===== src/rtl/screen_sequencer_pkg.sv =====
// rtl/screen_sequencer_pkg.sv - shared screen states, select encodings and pixel type
package screen_sequencer_pkg;

    typedef enum logic [2:0] {
        ST_RESTART,
        ST_PLAY,
        ST_WIN,
        ST_LOSE,
        ST_OVER
    } screen_state_t;

    localparam logic [1:0] SEL_GAME = 2'd0;
    localparam logic [1:0] SEL_WIN  = 2'd1;
    localparam logic [1:0] SEL_LOSE = 2'd2;
    localparam logic [1:0] SEL_OVER = 2'd3;

    // {r[3:0], g[3:0], b[3:0]}
    typedef logic [11:0] rgb_t;

    // RESTART shows the game screen so the freshly reset playfield is visible.
    function automatic logic [1:0] sel_of(screen_state_t s);
        case (s)
            ST_WIN:  return SEL_WIN;
            ST_LOSE: return SEL_LOSE;
            ST_OVER: return SEL_OVER;
            default: return SEL_GAME;
        endcase
    endfunction

endpackage


===== src/rtl/button_edge_sync.sv =====
// rtl/button_edge_sync.sv - two-flop synchroniser with one-cycle rising-edge pulse
module button_edge_sync (
    input  logic clock,   // destination clock
    input  logic reset,   // asynchronous, active-low
    input  logic button,  // raw asynchronous button, active-high
    output logic press    // one-cycle pulse per synchronised rising edge
);

    logic sync1;
    logic sync2;
    logic prev;

    always_ff @(posedge clock or negedge reset) begin
        if (!reset) begin
            sync1 <= 1'b0;
            sync2 <= 1'b0;
            prev  <= 1'b0;
        end else begin
            sync1 <= button;
            sync2 <= sync1;
            prev  <= sync2;
        end
    end

    assign press = sync2 & ~prev;

endmodule


===== src/rtl/screen_sequencer.sv =====
// rtl/screen_sequencer.sv - game/win/lose/over screen sequencer with lives and registered pixel mux
module screen_sequencer
    import screen_sequencer_pkg::*;
#(
    parameter int HOLD_FRAMES = 120,  // frames a WIN/LOSE screen is held
    parameter int START_LIVES = 3     // 1..7
) (
    input  logic        vga_clock,    // single clock
    input  logic        reset,        // asynchronous, active-low
    input  logic        frame_start,  // pulse at row 0, column 0
    input  logic        jump_button,  // raw asynchronous button
    input  logic        win_event,    // player reached goal
    input  logic        lose_event,   // player died
    input  logic [11:0] game_rgb,
    input  logic [11:0] win_rgb,
    input  logic [11:0] lose_rgb,
    output logic [3:0]  vga_red,
    output logic [3:0]  vga_green,
    output logic [3:0]  vga_blue,
    output logic [1:0]  screen_select,
    output logic        game_reset,
    output logic        game_enable,
    output logic [2:0]  lives
);

    localparam int HOLD_W = (HOLD_FRAMES > 0) ? $clog2(HOLD_FRAMES + 1) : 1;

    screen_state_t     state;
    screen_state_t     state_nxt;
    logic [2:0]        lives_nxt;
    logic [HOLD_W-1:0] hold;
    logic              hold_done;
    logic              restart_armed;
    logic              win_pend;
    logic              lose_pend;
    logic              press_pend;
    logic              press;
    logic              accept_press;
    logic              press_now;
    logic              state_chg;
    rgb_t              pix_sel;
    rgb_t              pix_q;

    button_edge_sync u_jump_sync (
        .clock  (vga_clock),
        .reset  (reset),
        .button (jump_button),
        .press  (press)
    );

    assign hold_done    = (hold == HOLD_W'(HOLD_FRAMES));
    // Presses outside these windows are dropped rather than queued.
    assign accept_press = ((state == ST_WIN) && hold_done) || (state == ST_OVER);
    assign press_now    = press_pend || (press && accept_press);
    assign state_chg    = (state_nxt != state);

    always_comb begin
        state_nxt = state;
        lives_nxt = lives;
        if (frame_start) begin
            case (state)
                // Only leave RESTART once a whole frame has been spent there.
                ST_RESTART: if (restart_armed) state_nxt = ST_PLAY;
                ST_PLAY: begin
                    if (win_pend || win_event) begin
                        state_nxt = ST_WIN;
                    end else if (lose_pend || lose_event) begin
                        state_nxt = ST_LOSE;
                        if (lives != 3'd0) lives_nxt = lives - 3'd1;
                    end
                end
                ST_WIN: begin
                    if (hold_done && press_now) begin
                        state_nxt = ST_RESTART;
                        lives_nxt = 3'(START_LIVES);
                    end
                end
                ST_LOSE: begin
                    if (hold_done) state_nxt = (lives == 3'd0) ? ST_OVER : ST_RESTART;
                end
                ST_OVER: begin
                    if (press_now) begin
                        state_nxt = ST_RESTART;
                        lives_nxt = 3'(START_LIVES);
                    end
                end
                default: state_nxt = ST_RESTART;
            endcase
        end
    end

    // Pixel source follows the registered screen_select, which only moves at
    // frame_start, so one frame is always drawn from a single source.
    always_comb begin
        case (screen_select)
            SEL_WIN:            pix_sel = win_rgb;
            SEL_LOSE, SEL_OVER: pix_sel = lose_rgb;
            default:            pix_sel = game_rgb;
        endcase
    end

    always_ff @(posedge vga_clock or negedge reset) begin
        if (!reset) begin
            state         <= ST_RESTART;
            lives         <= 3'(START_LIVES);
            hold          <= '0;
            restart_armed <= 1'b0;
            win_pend      <= 1'b0;
            lose_pend     <= 1'b0;
            press_pend    <= 1'b0;
            screen_select <= SEL_GAME;
            game_reset    <= 1'b1;
            game_enable   <= 1'b0;
            pix_q         <= '0;
        end else begin
            state         <= state_nxt;
            lives         <= lives_nxt;
            // Entry into RESTART always happens on frame_start; after reset the
            // first frame_start arms it so the reset frame is a full one.
            restart_armed <= (state_nxt == ST_RESTART) && (restart_armed || frame_start);

            if (state_chg) begin
                hold <= '0;
            end else if (frame_start && (state == ST_WIN || state == ST_LOSE) && !hold_done) begin
                hold <= hold + 1'b1;
            end

            if (state_chg) begin
                win_pend  <= 1'b0;
                lose_pend <= 1'b0;
            end else if (state == ST_PLAY) begin
                if (win_event)  win_pend  <= 1'b1;
                if (lose_event) lose_pend <= 1'b1;
            end

            if (frame_start) begin
                press_pend <= 1'b0;
            end else if (press && accept_press) begin
                press_pend <= 1'b1;
            end

            screen_select <= sel_of(state_nxt);
            game_reset    <= (state_nxt == ST_RESTART);
            game_enable   <= (state_nxt == ST_PLAY);
            pix_q         <= pix_sel;
        end
    end

    assign vga_red   = pix_q[11:8];
    assign vga_green = pix_q[7:4];
    assign vga_blue  = pix_q[3:0];

endmodule


===== config.mk =====
export PLATFORM = sky130hd
export DESIGN_NAME = screen_sequencer
export DESIGN_NICKNAME = d
export VERILOG_FILES = /design/src/rtl/screen_sequencer_pkg.sv /design/src/rtl/button_edge_sync.sv /design/src/rtl/screen_sequencer.sv
export SDC_FILE = /design/constraint.sdc
export NUM_CORES = 1
export LEC_CHECK = 0
export ABC_AREA = 0
export CAP_MARGIN = 20
export CORE_MARGIN = 1.5
export CORE_UTILIZATION = 46
export DETAILED_ROUTE_END_ITERATION = 10
export HOLD_SLACK_MARGIN = 0.05
export PLACE_DENSITY = 0.79
export REMOVE_ABC_BUFFERS = 1
export SLEW_MARGIN = 40
export SYNTH_ARGS = -nofsm -noshare
export SYNTH_HDL_FRONTEND = slang
export SYNTH_SLANG_ARGS = --single-unit

===== constraint.sdc =====
create_clock -name vga_clock -period 2.1 [get_ports vga_clock]
set_input_delay 0.21 -clock vga_clock [delete_from_list [all_inputs] [get_ports vga_clock]]
set_output_delay 0.21 -clock vga_clock [all_outputs]
set_load 0.05 [all_outputs]

==> results.md <==
Run status:
- The flow ran to the end, and the final reports show no timing, DRC or antenna violations.

Setup path:
- The endpoint required time on the critical path is 2.32 ns.
- The source of the worst register-to-register timing path is lives[0].
- The cell with the largest stage delay on the worst path is sky130_fd_sc_hd__dfstp_2.
- The dominant cell type by count on the critical path is sky130_fd_sc_hd__ha_2.
- The signal on the critical path passes through inv_1 > ha_2 > ha_2 > nor2b_1 > a32oi_1 > o22ai_1 > o311ai_2 > mux2_4.
- The signal arrival time at the worst endpoint is 2.17 ns.
- Counting cells, the worst reg-to-reg path comes to 8.
- In this design, the stage delay of the slowest critical-path cell is 0.55 ns.
- The endpoint kind of the worst setup timing path is a flop.
- The critical setup path kind is reg -> reg.
- The setup check on the worst reg-to-reg path leaves a slack of 0.15 ns.
- The worst setup path is launched from a flop.
- The worst register-to-register path ends at lives[0].
- The highest net fanout along the worst path is 4.

Global routing:
- The met2 usage is 34.1%.
- The first global-routing pass estimated 6.76 mm of wire.
- In this run the most used layer during global routing was met2.
- Entering global routing, the biggest net connects 37 pins.
- The initial antenna violation count is 0.
- The total overflow left after global routing is 0.
- The via count of the first global-routing pass is 1,618.
- The met3 capacity usage during global routing is 9.80%.
- For this run, the total global-route usage over all layers was measured as 20.6%.
- The routing usage on met1 is 22.4%.

Power:
- The internal power of the cells is 0.00194 W.
- The maximum vdd drop is 0.000694 V.
- The power density relative to cell area is 1350 nW/µm².
- The share of total power dissipated in sequential elements is 33.4%.
- In this run, the clock network consumes 14.2% of the power.
- The switching power is 0.00163 W.
- The analysis attributes to cell leakage a power of 1.19 nW.
- The switching share of power is 45.7%.
- Of the total power, combinational logic draws 52.4%.

Clocking:
- TritonCTS built the clock tree.
- The H-tree was split into 2 levels.
- After clock tree synthesis, the clock-pin slew on the worst setup and hold paths is 0.07 ns.
- The number of buffers on the longest clock path is 2.
- Hold repair after CTS inserted 0 buffers.
- CTS saw 36 sinks.
- At the later pin of the worst-skew pair, clock insertion delay measures 0.29 ns.
- Counting the buffers created by CTS gives 5.
- The root cell of the clock tree is sky130_fd_sc_hd__clkbuf_8.

Hold path:
- In this run the worst hold path is classified as in -> async.

Final layout:
- The final core area utilization is 66.7%.
- The post-route standard cell area excluding fillers is 2650 µm².
- The antenna cell count is 0.
- The final-layout fill cell count is 336.
- Summing all multi-input logic gate instances after layout gives 901 µm².
- In the final design database the tool counted 291 nets.
- Across the whole layout, storage elements account for 905 µm².
- In the final layout, the share of cells above drive strength 1 is 17.9%.
- The synthesis-to-finish area growth is 41.0%.
- The count of cells in the finished layout, fillers not included, comes to 296.

STA:
- The minimum clock period is 1.95 ns.
- Setup violations remaining at the end of the flow were counted as 0.
- For the pin with the worst max-slew slack, the measured transition is 0.660 ns.
- The worst path meets setup with 0.147 ns of slack.
- Setup repair after global routing left no endpoint under its margin.
- The final count of pins violating max slew is 0.
- The post-route fraction of the period consumed by the critical path is 93.0%.
- The final number of hold-violating endpoints is 0.
- The worst clock skew is 0.00544 ns.
- The headroom to the max-slew limit is 56.0%.
- Across all hold checks on the routed design, the worst slack comes to 0.332 ns.
- The maximum achievable frequency is 0.512 GHz.

Floorplanning:
- For this design the top-level I/O count stands at 61.
- Once the floorplan was initialized, standard cells occupied 47.3% of the core.
- The area of the core is 3970 µm².
- The overall die width is 66.9 µm.
- The height of the die is 66.9 µm.
- The floorplan step defined a die boundary enclosing 4480 µm².
- The initialized floorplan defines 23 standard-cell rows.

Logic synthesis:
- In this run, synthesis inferred 0 flip-flops with an integrated enable.
- Counting flops and latches in the post-synthesis netlist gives 36.
- The fraction of post-synthesis cell area in the top cell type by area is 43.9%.
- The share of synthesized registers carrying an async set or reset is 100%.
- The count of different cell masters after synthesis is 44.
- Averaged over all synthesized cells, the footprint is 10.6 µm².
- After synthesis, the cell types taking the most area are sky130_fd_sc_hd__dfrtp_1 (44%), sky130_fd_sc_hd__mux2i_1 (8.0%), sky130_fd_sc_hd__dfstp_2 (4.2%).
- The largest total area in the synthesized netlist belongs to sky130_fd_sc_hd__dfrtp_1.
- The sequential share of the synthesized area is 48.1%.
- The number of synthesis warnings is 0.
- The cell area after synthesis is 1880 µm².
- The count of mapped cells out of synthesis is 178.
- The dominant register cell in the synthesized netlist is sky130_fd_sc_hd__dfrtp_1.

Drt:
- The total iterations of the first detailed-routing run is 4.
- After detailed routing, the average wire length per cell comes to 13.3 µm.
- The initial DRC count is 83.
- The detailed-route vias per instance is 5.22.
- After detailed routing, the total wire length is 3.93 mm.
- The total via count after detailed routing is 1,544.
- After detailed routing, the number of remaining DRC violations is 0.
- The detail route stage leaves a number of antenna-violating nets equal to 0.

Run:
- Max-cap violations in this run came to 0.

Placement:
- At the end of routability-driven placement, the weighted congestion stood at 0.957.
- The port buffer count is 60.
- The total half-perimeter wirelength after legalization and detailed placement is 2.95 mm.
- The total placed instance area is 2530 µm².
- Once placement completed, the tool counted placed cells totaling 287.
- Before CTS, the worst setup slack after placement is -0.0322 ns.
-- state kept, by name, indices dropped and copies added (netlist names) --
signal             count
screen_select          2
u_jump_sync.sync1      1
pix_q                 12
hold                   7
lives                  3
u_jump_sync.sync2      1
game_reset             1
game_enable            1
lose_pend              1
u_jump_sync.prev       1
press_pend             1
state                  3
restart_armed          1
win_pend               1
-- cells by family (layout without fill, tap and decap cells) --
kind of cell,after synthesis,after routing,share of synthesized area (%)
adder cells (fa/ha/maj),4,4,2.66
AO/OA/AOI/OAI,35,35,13.8
buffers and inverters,17,85,4.79
flip-flops,36,36,48.1
AND/OR/NAND/NOR,63,63,18.6
XOR/XNOR,6,6,2.80
multiplexers,17,17,9.19
-- final cells by class --
class / count / area share, %
Sequential cell: 36 / 34.1
Multi-Input combinational cell: 125 / 34.0
Timing Repair Buffer: 68 / 24.7
Clock buffer: 6 / 3.12
Tap cell: 50 / 2.36
Inverter: 9 / 1.27
Clock inverter: 2 / 0.378
-- worst max-delay path: cells and delay by family (launching register included) --
| kind | cells | cell delay [ns] |
|---|---|---|
| and+or+nand+nor | 1 | 0.11 |
| adders and majority gates | 2 | 0.34 |
| DFF | 1 | 0.55 |
| muxes | 1 | 0.34 |
| AOI/OAI and AO/OA | 3 | 0.51 |
| buffers and inverters | 1 | 0.05 |
-- placed cells by master (no fill, tap or decap), drive strengths merged, types with 2 or more instances in the layout --
cell and count:
o21ai 16, ha 4, clkinv 2, nor3 3
nor2 18, clkdlybuf4s50 58, nand4 2, dfrtp 33
nor3b 3, mux2 2, nor4 2, nand3 3
and2 2, mux2i 15, xnor2 2, a21oi 4
clkbuf 6, xor2 4, nand2 21, and3 2
inv 9, nor2b 3, buf 10, a31oi 3
a21o 2, a2111oi 2, dfstp 3
-- per-layer routing --
metal / wire [µm] / share of wire [%]
met1: 1630 / 42
met2: 1860 / 47
met3: 374 / 9.5
met4: 62 / 1.6
met5: 0 / 0
-- worst max path at each step --
stage	from	to	slack, ns	depth (start not counted)
2_1_floorplan	lives[0]	lives[0]	0.06	8
6_report	lives[0]	lives[0]	0.15	8
3_5_place_dp	lose_event	lose_pend	-0.03	6
4_1_cts	state[1]	lose_pend	0.08	5
3_3_place_gp	win_event	hold[6]	0.009	6
5_1_grt	lives[0]	lives[0]	0.01	8
-- through the flow --
stage                     TNS (ns)  total power, W
after CTS                        0         0.00357
after global routing             0         0.00381
after floorplan                  0         0.00241
after global placement           0         0.00302
final                            0         0.00357
after detailed placement    -0.229         0.00305
-- synthesized netlist by cell type, types with 2 or more instances --
cell / instances
sky130_fd_sc_hd__nand2_1: 21
sky130_fd_sc_hd__xnor2_1: 2
sky130_fd_sc_hd__mux2i_1: 15
sky130_fd_sc_hd__mux2_2: 2
sky130_fd_sc_hd__a31oi_1: 3
sky130_fd_sc_hd__clkbuf_1: 2
sky130_fd_sc_hd__ha_1: 4
sky130_fd_sc_hd__nor2_1: 8
sky130_fd_sc_hd__buf_6: 3
sky130_fd_sc_hd__dfrtp_1: 33
sky130_fd_sc_hd__o21ai_0: 15
sky130_fd_sc_hd__nor2b_1: 3
sky130_fd_sc_hd__nand3_1: 3
sky130_fd_sc_hd__nor4_1: 2
sky130_fd_sc_hd__nor2_2: 9
sky130_fd_sc_hd__buf_2: 3
sky130_fd_sc_hd__nand4_1: 2
sky130_fd_sc_hd__a21oi_1: 4
sky130_fd_sc_hd__and2_1: 2
sky130_fd_sc_hd__xor2_1: 4
sky130_fd_sc_hd__dfstp_2: 3
sky130_fd_sc_hd__inv_1: 9
sky130_fd_sc_hd__nor3_1: 2
sky130_fd_sc_hd__and3_1: 2
sky130_fd_sc_hd__nor3b_1: 3
-- repair_timing --
action                                  4_1_cts  5_1_grt
endpoints found under the setup margin        0       12
setup buffers                                 0        1
resized for setup                             0        5
-- power by group through the flow --
stage                     registers, W  clock network [W]  logic (W)
after global placement         0.00119                  0    0.00183
after global routing           0.00123           0.000557    0.00203
after floorplan                0.00179                  0   0.000621
final                          0.00119           0.000505    0.00187
after detailed placement       0.00121                  0    0.00185
after CTS                      0.00119           0.000520    0.00186
No activity file was read; power rests on OpenSTA's default activity.
